==> src/rtl/mc_ctrl.sv <==
// -----------------------------------------------------------------------------
// mc_ctrl
// Multi-cycle main controller for the MIPS-subset datapath. Walks each
// instruction through FETCH/DECODE/EXEC/MEM/WB, drives every datapath strobe
// and mux select, handshakes with the shared instruction/data memory port and
// counts retired instructions.
//
// Ports
//   clk        in  1   rising-edge clock
//   rst_n      in  1   asynchronous active-low reset
//   instr      in  32  current IR contents
//   zero       in  1   ALU result is zero
//   mem_ready  in  1   memory completes the pending access this cycle
//   mem_req    out 1   memory access request
//   mem_we     out 1   memory access is a write
//   ir_we      out 1   IR load strobe
//   pc_we      out 1   PC load strobe
//   pc_src     out 2   PC source select
//   EOp        out 2   immediate extender mode
//   alu_op     out 2   ALU operation
//   alu_b_src  out 1   ALU B operand select
//   reg_we     out 1   register file write strobe
//   reg_dst    out 2   register file destination select
//   wd_src     out 2   register file write data select
//   illegal    out 1   pulse on an undecodable instruction
//   state      out 3   current state
//   instr_cnt  out 32  retired-instruction count
// -----------------------------------------------------------------------------
module mc_ctrl (
  input  logic        clk,
  input  logic        rst_n,
  input  logic [31:0] instr,
  input  logic        zero,
  input  logic        mem_ready,
  output logic        mem_req,
  output logic        mem_we,
  output logic        ir_we,
  output logic        pc_we,
  output logic [1:0]  pc_src,
  output logic [1:0]  EOp,
  output logic [1:0]  alu_op,
  output logic        alu_b_src,
  output logic        reg_we,
  output logic [1:0]  reg_dst,
  output logic [1:0]  wd_src,
  output logic        illegal,
  output logic [2:0]  state,
  output logic [31:0] instr_cnt
);

  typedef enum logic [2:0] {
    FETCH  = 3'd0,
    DECODE = 3'd1,
    EXEC   = 3'd2,
    MEM    = 3'd3,
    WB     = 3'd4
  } state_t;

  state_t      r_state;
  state_t      w_next;
  logic [31:0] r_instr_cnt;
  logic        w_retire;

  logic [5:0]  w_opcode;
  logic [5:0]  w_funct;
  logic        w_isR;
  logic        w_isNop;
  logic        w_isAddu;
  logic        w_isSubu;
  logic        w_isJr;
  logic        w_isOri;
  logic        w_isLui;
  logic        w_isLw;
  logic        w_isSw;
  logic        w_isBeq;
  logic        w_isJ;
  logic        w_isJal;
  logic        w_isIllegal;

  // Instruction classification. A zero word is nop, so R-type decoding
  // only claims non-zero words with a recognised funct.
  always_comb begin
    w_opcode    = instr[31:26];
    w_funct     = instr[5:0];
    w_isNop     = (instr == 32'd0);
    w_isR       = (w_opcode == 6'b000000) && !w_isNop;
    w_isAddu    = w_isR && (w_funct == 6'b100001);
    w_isSubu    = w_isR && (w_funct == 6'b100011);
    w_isJr      = w_isR && (w_funct == 6'b001000);
    w_isOri     = (w_opcode == 6'b001101);
    w_isLui     = (w_opcode == 6'b001111);
    w_isLw      = (w_opcode == 6'b100011);
    w_isSw      = (w_opcode == 6'b101011);
    w_isBeq     = (w_opcode == 6'b000100);
    w_isJ       = (w_opcode == 6'b000010);
    w_isJal     = (w_opcode == 6'b000011);
    w_isIllegal = !(w_isNop || w_isAddu || w_isSubu || w_isJr || w_isOri ||
                    w_isLui || w_isLw || w_isSw || w_isBeq || w_isJ || w_isJal);
  end

  // Datapath selects depend only on the instruction, so they are valid in
  // every state and the datapath can settle before the state that uses them.
  always_comb begin
    EOp       = 2'b00;
    alu_op    = 2'b00;
    alu_b_src = 1'b0;
    reg_dst   = 2'b00;
    wd_src    = 2'b00;
    if (w_isAddu) begin
      reg_dst = 2'b01;
    end
    if (w_isSubu) begin
      alu_op  = 2'b01;
      reg_dst = 2'b01;
    end
    if (w_isOri) begin
      EOp       = 2'b01;
      alu_op    = 2'b10;
      alu_b_src = 1'b1;
    end
    if (w_isLui) begin
      EOp       = 2'b10;
      alu_b_src = 1'b1;
    end
    if (w_isLw) begin
      alu_b_src = 1'b1;
      wd_src    = 2'b01;
    end
    if (w_isSw) begin
      alu_b_src = 1'b1;
    end
    if (w_isBeq) begin
      EOp    = 2'b11;
      alu_op = 2'b01;
    end
    if (w_isJal) begin
      reg_dst = 2'b10;
      wd_src  = 2'b10;
    end
  end

  // State register and retired-instruction counter. Reset forces FETCH
  // immediately, which also abandons any memory access in flight.
  always_ff @(posedge clk or negedge rst_n) begin
    if (!rst_n) begin
      r_state     <= FETCH;
      r_instr_cnt <= 32'd0;
    end else begin
      r_state <= w_next;
      if (w_retire) begin
        r_instr_cnt <= r_instr_cnt + 32'd1;
      end
    end
  end

  // Next-state and strobe logic. Every strobe except mem_req is gated by
  // rst_n so nothing loads while reset is held, even with mem_ready high.
  always_comb begin
    w_next   = r_state;
    w_retire = 1'b0;
    mem_req  = 1'b0;
    mem_we   = 1'b0;
    ir_we    = 1'b0;
    pc_we    = 1'b0;
    pc_src   = 2'b00;
    reg_we   = 1'b0;
    illegal  = 1'b0;
    case (r_state)
      FETCH: begin
        mem_req = 1'b1;
        if (mem_ready && rst_n) begin
          ir_we  = 1'b1;
          pc_we  = 1'b1;
          w_next = DECODE;
        end
      end
      DECODE: begin
        if (w_isIllegal) begin
          illegal = rst_n;
          w_next  = FETCH;
        end else if (w_isNop) begin
          w_next   = FETCH;
          w_retire = 1'b1;
        end else if (w_isJ || w_isJal) begin
          pc_we    = rst_n;
          pc_src   = 2'b10;
          reg_we   = w_isJal && rst_n;
          w_next   = FETCH;
          w_retire = 1'b1;
        end else if (w_isJr) begin
          pc_we    = rst_n;
          pc_src   = 2'b11;
          w_next   = FETCH;
          w_retire = 1'b1;
        end else begin
          w_next = EXEC;
        end
      end
      EXEC: begin
        if (w_isLw || w_isSw) begin
          w_next = MEM;
        end else if (w_isBeq) begin
          if (zero) begin
            pc_we  = rst_n;
            pc_src = 2'b01;
          end
          w_next   = FETCH;
          w_retire = 1'b1;
        end else begin
          w_next = WB;
        end
      end
      MEM: begin
        mem_req = 1'b1;
        mem_we  = w_isSw && rst_n;
        if (mem_ready) begin
          if (w_isSw) begin
            w_next   = FETCH;
            w_retire = 1'b1;
          end else begin
            w_next = WB;
          end
        end
      end
      WB: begin
        reg_we   = rst_n;
        w_next   = FETCH;
        w_retire = 1'b1;
      end
      default: begin
        w_next = FETCH;
      end
    endcase
  end

  always_comb begin
    state     = r_state;
    instr_cnt = r_instr_cnt;
  end

endmodule
==> config.mk <==
export PLATFORM = sky130hd
export DESIGN_NAME = mc_ctrl
export DESIGN_NICKNAME = d
export VERILOG_FILES = /design/src/rtl/mc_ctrl.sv
export SDC_FILE = /design/constraint.sdc
export NUM_CORES = 1
export LEC_CHECK = 0
export CAP_MARGIN = 5
export CORE_UTILIZATION = 44
export DETAILED_ROUTE_END_ITERATION = 8
export GPL_ROUTABILITY_DRIVEN = 0
export HOLD_SLACK_MARGIN = 0.1
export PLACE_DENSITY = 0.8
export SYNTH_ARGS = -nofsm -noshare
export SYNTH_HDL_FRONTEND = slang
export SYNTH_SLANG_ARGS = --single-unit
export TNS_END_PERCENT = 50
==> constraint.sdc <==
create_clock -name clk -period 2.8 [get_ports clk]
set_input_delay 0.56 -clock clk [delete_from_list [all_inputs] [get_ports clk]]
set_output_delay 0.56 -clock clk [all_outputs]
set_load 0.1 [all_outputs]
# --- Word level (Yosys, flattened, before mapping) ---
# Cells that the tools add are included.
# Widths: inputs -> output; s select.
totals:
  ff_bits: 35
  in_bits: 36
  out_inout_bits: 52
  wordCells: 104
op_classes:
  addsub: 1
  n_eq_ne: 16
  mux: 60
  reduce_logical: 25
ops:
  columns: ["op", "n"]
  rows:
  - ["$mux 1", 35]
  - ["$add 32x1->32 const B", 1]
  - ["$logic_not 32->1", 1]
  - ["$mux 2", 15]
  - ["$eq 6x6->1 const B", 4]
  - ["$eq 6x4->1 const B", 3]
  - ["$mux 3", 5]
  - ["$eq 6x2->1 const B", 2]
  - ["$logic_or 1x1->1", 12]
  - ["$pmux 3 s4", 1]
  - ["$logic_and 1x1->1", 7]
  - ["$eq 3x2->1 const B", 2]
  - ["$eq 6x3->1 const B", 1]
  - ["$logic_not 6->1", 1]
  - ["$ne 2x2->1 const B", 2]
  - ["$pmux 1 s4", 1]
  - ["$pmux 2 s2", 1]
  - ["$eq 3x1->1 const B", 1]
  - ["$eq 3x3->1 const B", 1]
  - ["$logic_not 3->1", 1]
  - ["$pmux 1 s3", 1]
  - ["$pmux 1 s2", 1]
  - ["$reduce_and 2->1", 1]
  - ["$reduce_or 2->1", 1]
  - ["$logic_not 1->1", 1]

# --- Longest topological paths before layout ---
depth:
  depth_word: 16
  mapped_depth: 9
  ltp_nobuf: 6

# --- Worst setup path after synthesis ---
# OpenSTA, ideal clock, no wires.
synth_path:
  kind: "reg-to-output"
  from: "register r_state[2], in the netlist state[2]"
  to: "output port illegal"
  arrival_time_ns: 4.735
  t_required_ns: 2.240
  slack_ns: -2.495
  path_stages_with_launch: 5
  path_buffers: 1
  cell_sequence: "dfrtp_1 -> clkbuf_1 -> or3b_2 -> or2_2 -> nor4_1"
synth_via:
  elab_chain_cells: 2
synth_rtl:
  columns: ["item", "line", "rtl"]
  rows:
  - ["start: declaration", "59", "state_t r_state;"]
  - ["start signal: assignment", "149", "r_state <= w_next;"]
  - ["$eq 3x1->1", "168", "case (r_state)"]
  - ["$mux 1", "168", null]
  - ["end: declaration", "46", "output logic illegal,"]
# No other way between the ends.

# --- Final worst setup path ---
layout_path:
  from: "input port instr[2]"
  to: "output port pc_src[0]"
layout_via:
  elab_chain_cells: 16
  word_cells_on_any_way: 24
  classes_between: "3 x eq/ne; 5 x mux; 16 x reduce/logical"
layout_rtl:
  columns: ["item", "line", "rtl"]
  rows:
  - ["start: declaration", "32", "input logic [31:0] instr,"]
  - ["$logic_not 32->1", "85", "w_isNop = (instr == 32'd0);"]
  - ["$logic_not 1->1", "86", "w_isR = (w_opcode == 6'b000000) && !w_isNop;"]
  - ["$logic_and 1x1->1", "86", null]
  - ["$logic_and 1x1->1", "87", "w_isAddu = w_isR && (w_funct == 6'b100001);"]
  - ["$logic_or 1x1->1 (5 in series)", "97", "w_isIllegal = !(w_isNop || w_isAddu || w_isSubu || w_isJr || w_isOri ||"]
  - ["$logic_or 1x1->1 (5 in series)", "98", "w_isLui || w_isLw || w_isSw || w_isBeq || w_isJ || w_isJal);"]
  - ["$mux 2 (*)", "178", "if (w_isIllegal) begin"]
  - ["$pmux 2 s2 (*)", "168", null]
  - ["end: declaration", "39", "output logic [1:0] pc_src,"]
# Mark *: on every way between the ends. The rest lies on a longest branch, timed or not.

==> metrics.txt <==
synth unique cells=48; Warnings, synthesis=0; initial antenna violation count=0; total grt overflow=0; Reg clk slew, reported paths=0.06 ns; first-pass GRT wire length=11.2 mm; post-route ant nets=0; unrepaired setup endpoints after global routing=true; Synth Area per Inst=8.80 µm²; combinational fraction of design power=33.8%; final setup TNS=-0.0598 ns; die area=0.00543 mm²; Final #Nets=417; ys flop type=dfrtp_1; maxcap violations=0; Core Area=0.00485 mm²; worst min path class=reg2reg; clock share of power=25.3%; Power Dens Cells=357 mW/mm²; status=finished with violations; most common cell in the synthesized netlist=dfrtp_1; DRC=0; cell taking the most area after synthesis=dfrtp_1; final period utilization=102%; # port buffers=87; FF+latch area=885 µm²; Synth top cells by count=dfrtp_1, xor2_1, a21oi_1, nand2_1, nor2_1; Vias=2515; Max Slew Vio Count=0; Synth Register Bits=35; worst hold path endpoint=instr_cnt[31]; Async S/R FF share, synth=100%; peak supply drop=0.337 mV; post-synthesis sequential area ratio=38.7%; Slew HR=45.2%; Initial Util=46.6%; Final Critical Period=2.85 ns; Final setup viols=2; Iter 0 DRT Violations=123; pin count of the biggest net entering global routing=36; die height=73.7 µm; Hold Crit Depth=1; share of layout cells above drive strength 1=40.7%; switching share of power=38.0%; P_int=0.853 mW; sequential power share=41.0%; Max Clk Rate=351 MHz; crit end category=output port; post-route setup slack=-0.0465 ns; leakage=1.80 nW; ANT cells=0; Die Width=73.7 µm; Reg2Reg Depth=4; vias per inst=5.61; cell mode on critical path=buf_6; vias in the first global route=2354; htree depth=2; CP arrival=2.29 ns; hold path startpoint=instr_cnt[31]; synthesized cell area=0.00226 mm²; # IOs=88; CTS tree=yes; drt total wl=7.41 mm; Syn Nets=294; Post-synth EDFFs=0; drt first pass iters=4; CTS Buf Count=5; Max Fanout on Critical Path=3; Longest Clk Path Bufs=2; WL per Instance=16.5 µm; Fill cells=305; CP max stage cell=or4_4; num rows=25; Sink Count=35; top cell type's share of synthesized area=38.7%; clock skew=0.00462 ns; fin area=0.00386 mm²; placed cell area=0.00363 mm²; critical path class=in2out; violated checks=setup timing; top post-synthesis cells by area=dfrtp_1, xor2_1, a21oi_1; reg2reg start=state[2]; Syn Inst Count=257; GRT Total Usage=27.0%; CP required=2.24 ns; final hold vios=0; CTS root buf=clkbuf_8; CP Launch Type=primary input; Multi-input gate area=0.00152 mm²; worst-margin pin slew=0.814 ns; dpl hpwl=5.18 mm; reg2reg setup slack=0.49 ns; Reg2Reg Capture Point=instr_cnt[26]; CP peak stage delay=0.55 ns; area delta synth->final=70.7%; switching pwr=0.523 mW; cell-by-cell listing of the critical path=buf_6 -> or3_4 -> or4_4 -> buf_6 -> nor3_4 -> or2_4 -> o31ai_4 -> buf_12; worst skew pair latency=0.28 ns
==> how the worst max path moves through the flow <==
| stage | from | end | depth (start not counted) |
|---|---|---|---|
| after global routing | instr[2] | pc_src[0] | 7 |
| after global placement | instr[30] | instr_cnt[10] | 7 |
| after CTS | instr[2] | pc_src[0] | 7 |
| after detailed placement | instr[30] | instr_cnt[29] | 6 |
| after floorplan | instr[29] | alu_op[0] | 6 |
| final | instr[2] | pc_src[0] | 8 |
==> cells by family after synthesis <==
logic type                 count (synthesis)  share of synthesized area, %
xor gates and xnor gates                  31                          12.0
DFF                                       35                          38.7
buffers and inverters                     22                          4.81
and+or+nand+nor                          115                          27.8
adders and majority gates                  1                         0.553
AOI/OAI and AO/OA                         51                          15.2
muxes                                      2                         0.941
==> worst max-delay path: cells and delay by family <==
kind | cells | cell delay (ns)
buffers and inverters | 3 | 0.41
AOI/OAI and AO/OA | 1 | 0.09
and+or+nand+nor | 4 | 1.23
==> metal layers <==
layer	up-vias	routed length [µm]	global-route usage, %
li1	1188	-	-
met1	1201	3020	34.8
met2	116	3800	45.6
met3	10	499	5.76
met4	0	95	7.48
met5	-	0	0
==> layout by cell type (no fill, tap or decap), drive strengths merged, types with 2 or more instances in the layout <==
cell type	instances
dlymetal6s2s	4
nand2b	3
inv	8
clkdlybuf4s50	25
dfrtp	35
nand3b	3
a2111oi	3
or2	5
nor2	19
a311oi	3
a211oi	8
and3	3
and4	2
nor3	6
nor4	7
clkbuf	8
or4	3
o21ai	3
and3b	3
o31ai	2
a31oi	3
and2	2
buf	97
xor2	28
nand3	16
nand2	21
nor3b	4
or3	3
xnor2	3
nand4	12
a21oi	22
==> area by class of cell <==
type                    instances  share of cell area, %
well taps                      67                   2.17
flip-flops and latches         35                   22.9
inverters                       8                  0.778
clock inverters                 1                  0.130
multi-input cells             201                   39.3
clock buffers                   7                   1.98
repair buffers                129                   32.8
==> flip-flops by register name (all words and copies together) (netlist names) <==
signal and flops:
state 3, instr_cnt 32
==> timing repair <==
| action | CTS | global route |
|---|---|---|
| gates resized for setup | 28 | 14 |
| pin swaps | 9 | 8 |
| setup buffers | 4 | 3 |
| gates cloned | 1 | 0 |
| hold buffers | 0 | 0 |
| endpoints found under the setup margin | 36 | 9 |
==> metrics by stage <==
step | worst slack [ns] | util (%) | total power, mW | std cells | hold WS [ns]
floorplan | -0.374 | - | 0.863 | 257 | 0.264
global placement | -0.571 | 74.9 | 1.02 | 432 | 0.473
detailed placement | -0.632 | 74.9 | 1.03 | 432 | 0.477
CTS | -0.101 | 78.2 | 1.38 | 445 | 0.486
global route | -0.0820 | 79.6 | 1.43 | 448 | 0.513
finish | -0.0465 | 79.6 | 1.38 | 448 | 0.485
==> power by group through the flow <==
stage / logic [mW] / clock network [mW] / registers (mW)
after floorplan: 0.117 / 0 / 0.746
after global placement: 0.452 / 0 / 0.572
after detailed placement: 0.458 / 0 / 0.573
after CTS: 0.460 / 0.353 / 0.564
after global routing: 0.484 / 0.377 / 0.568
final: 0.465 / 0.348 / 0.564
No activity file was read; power rests on OpenSTA's default activity.
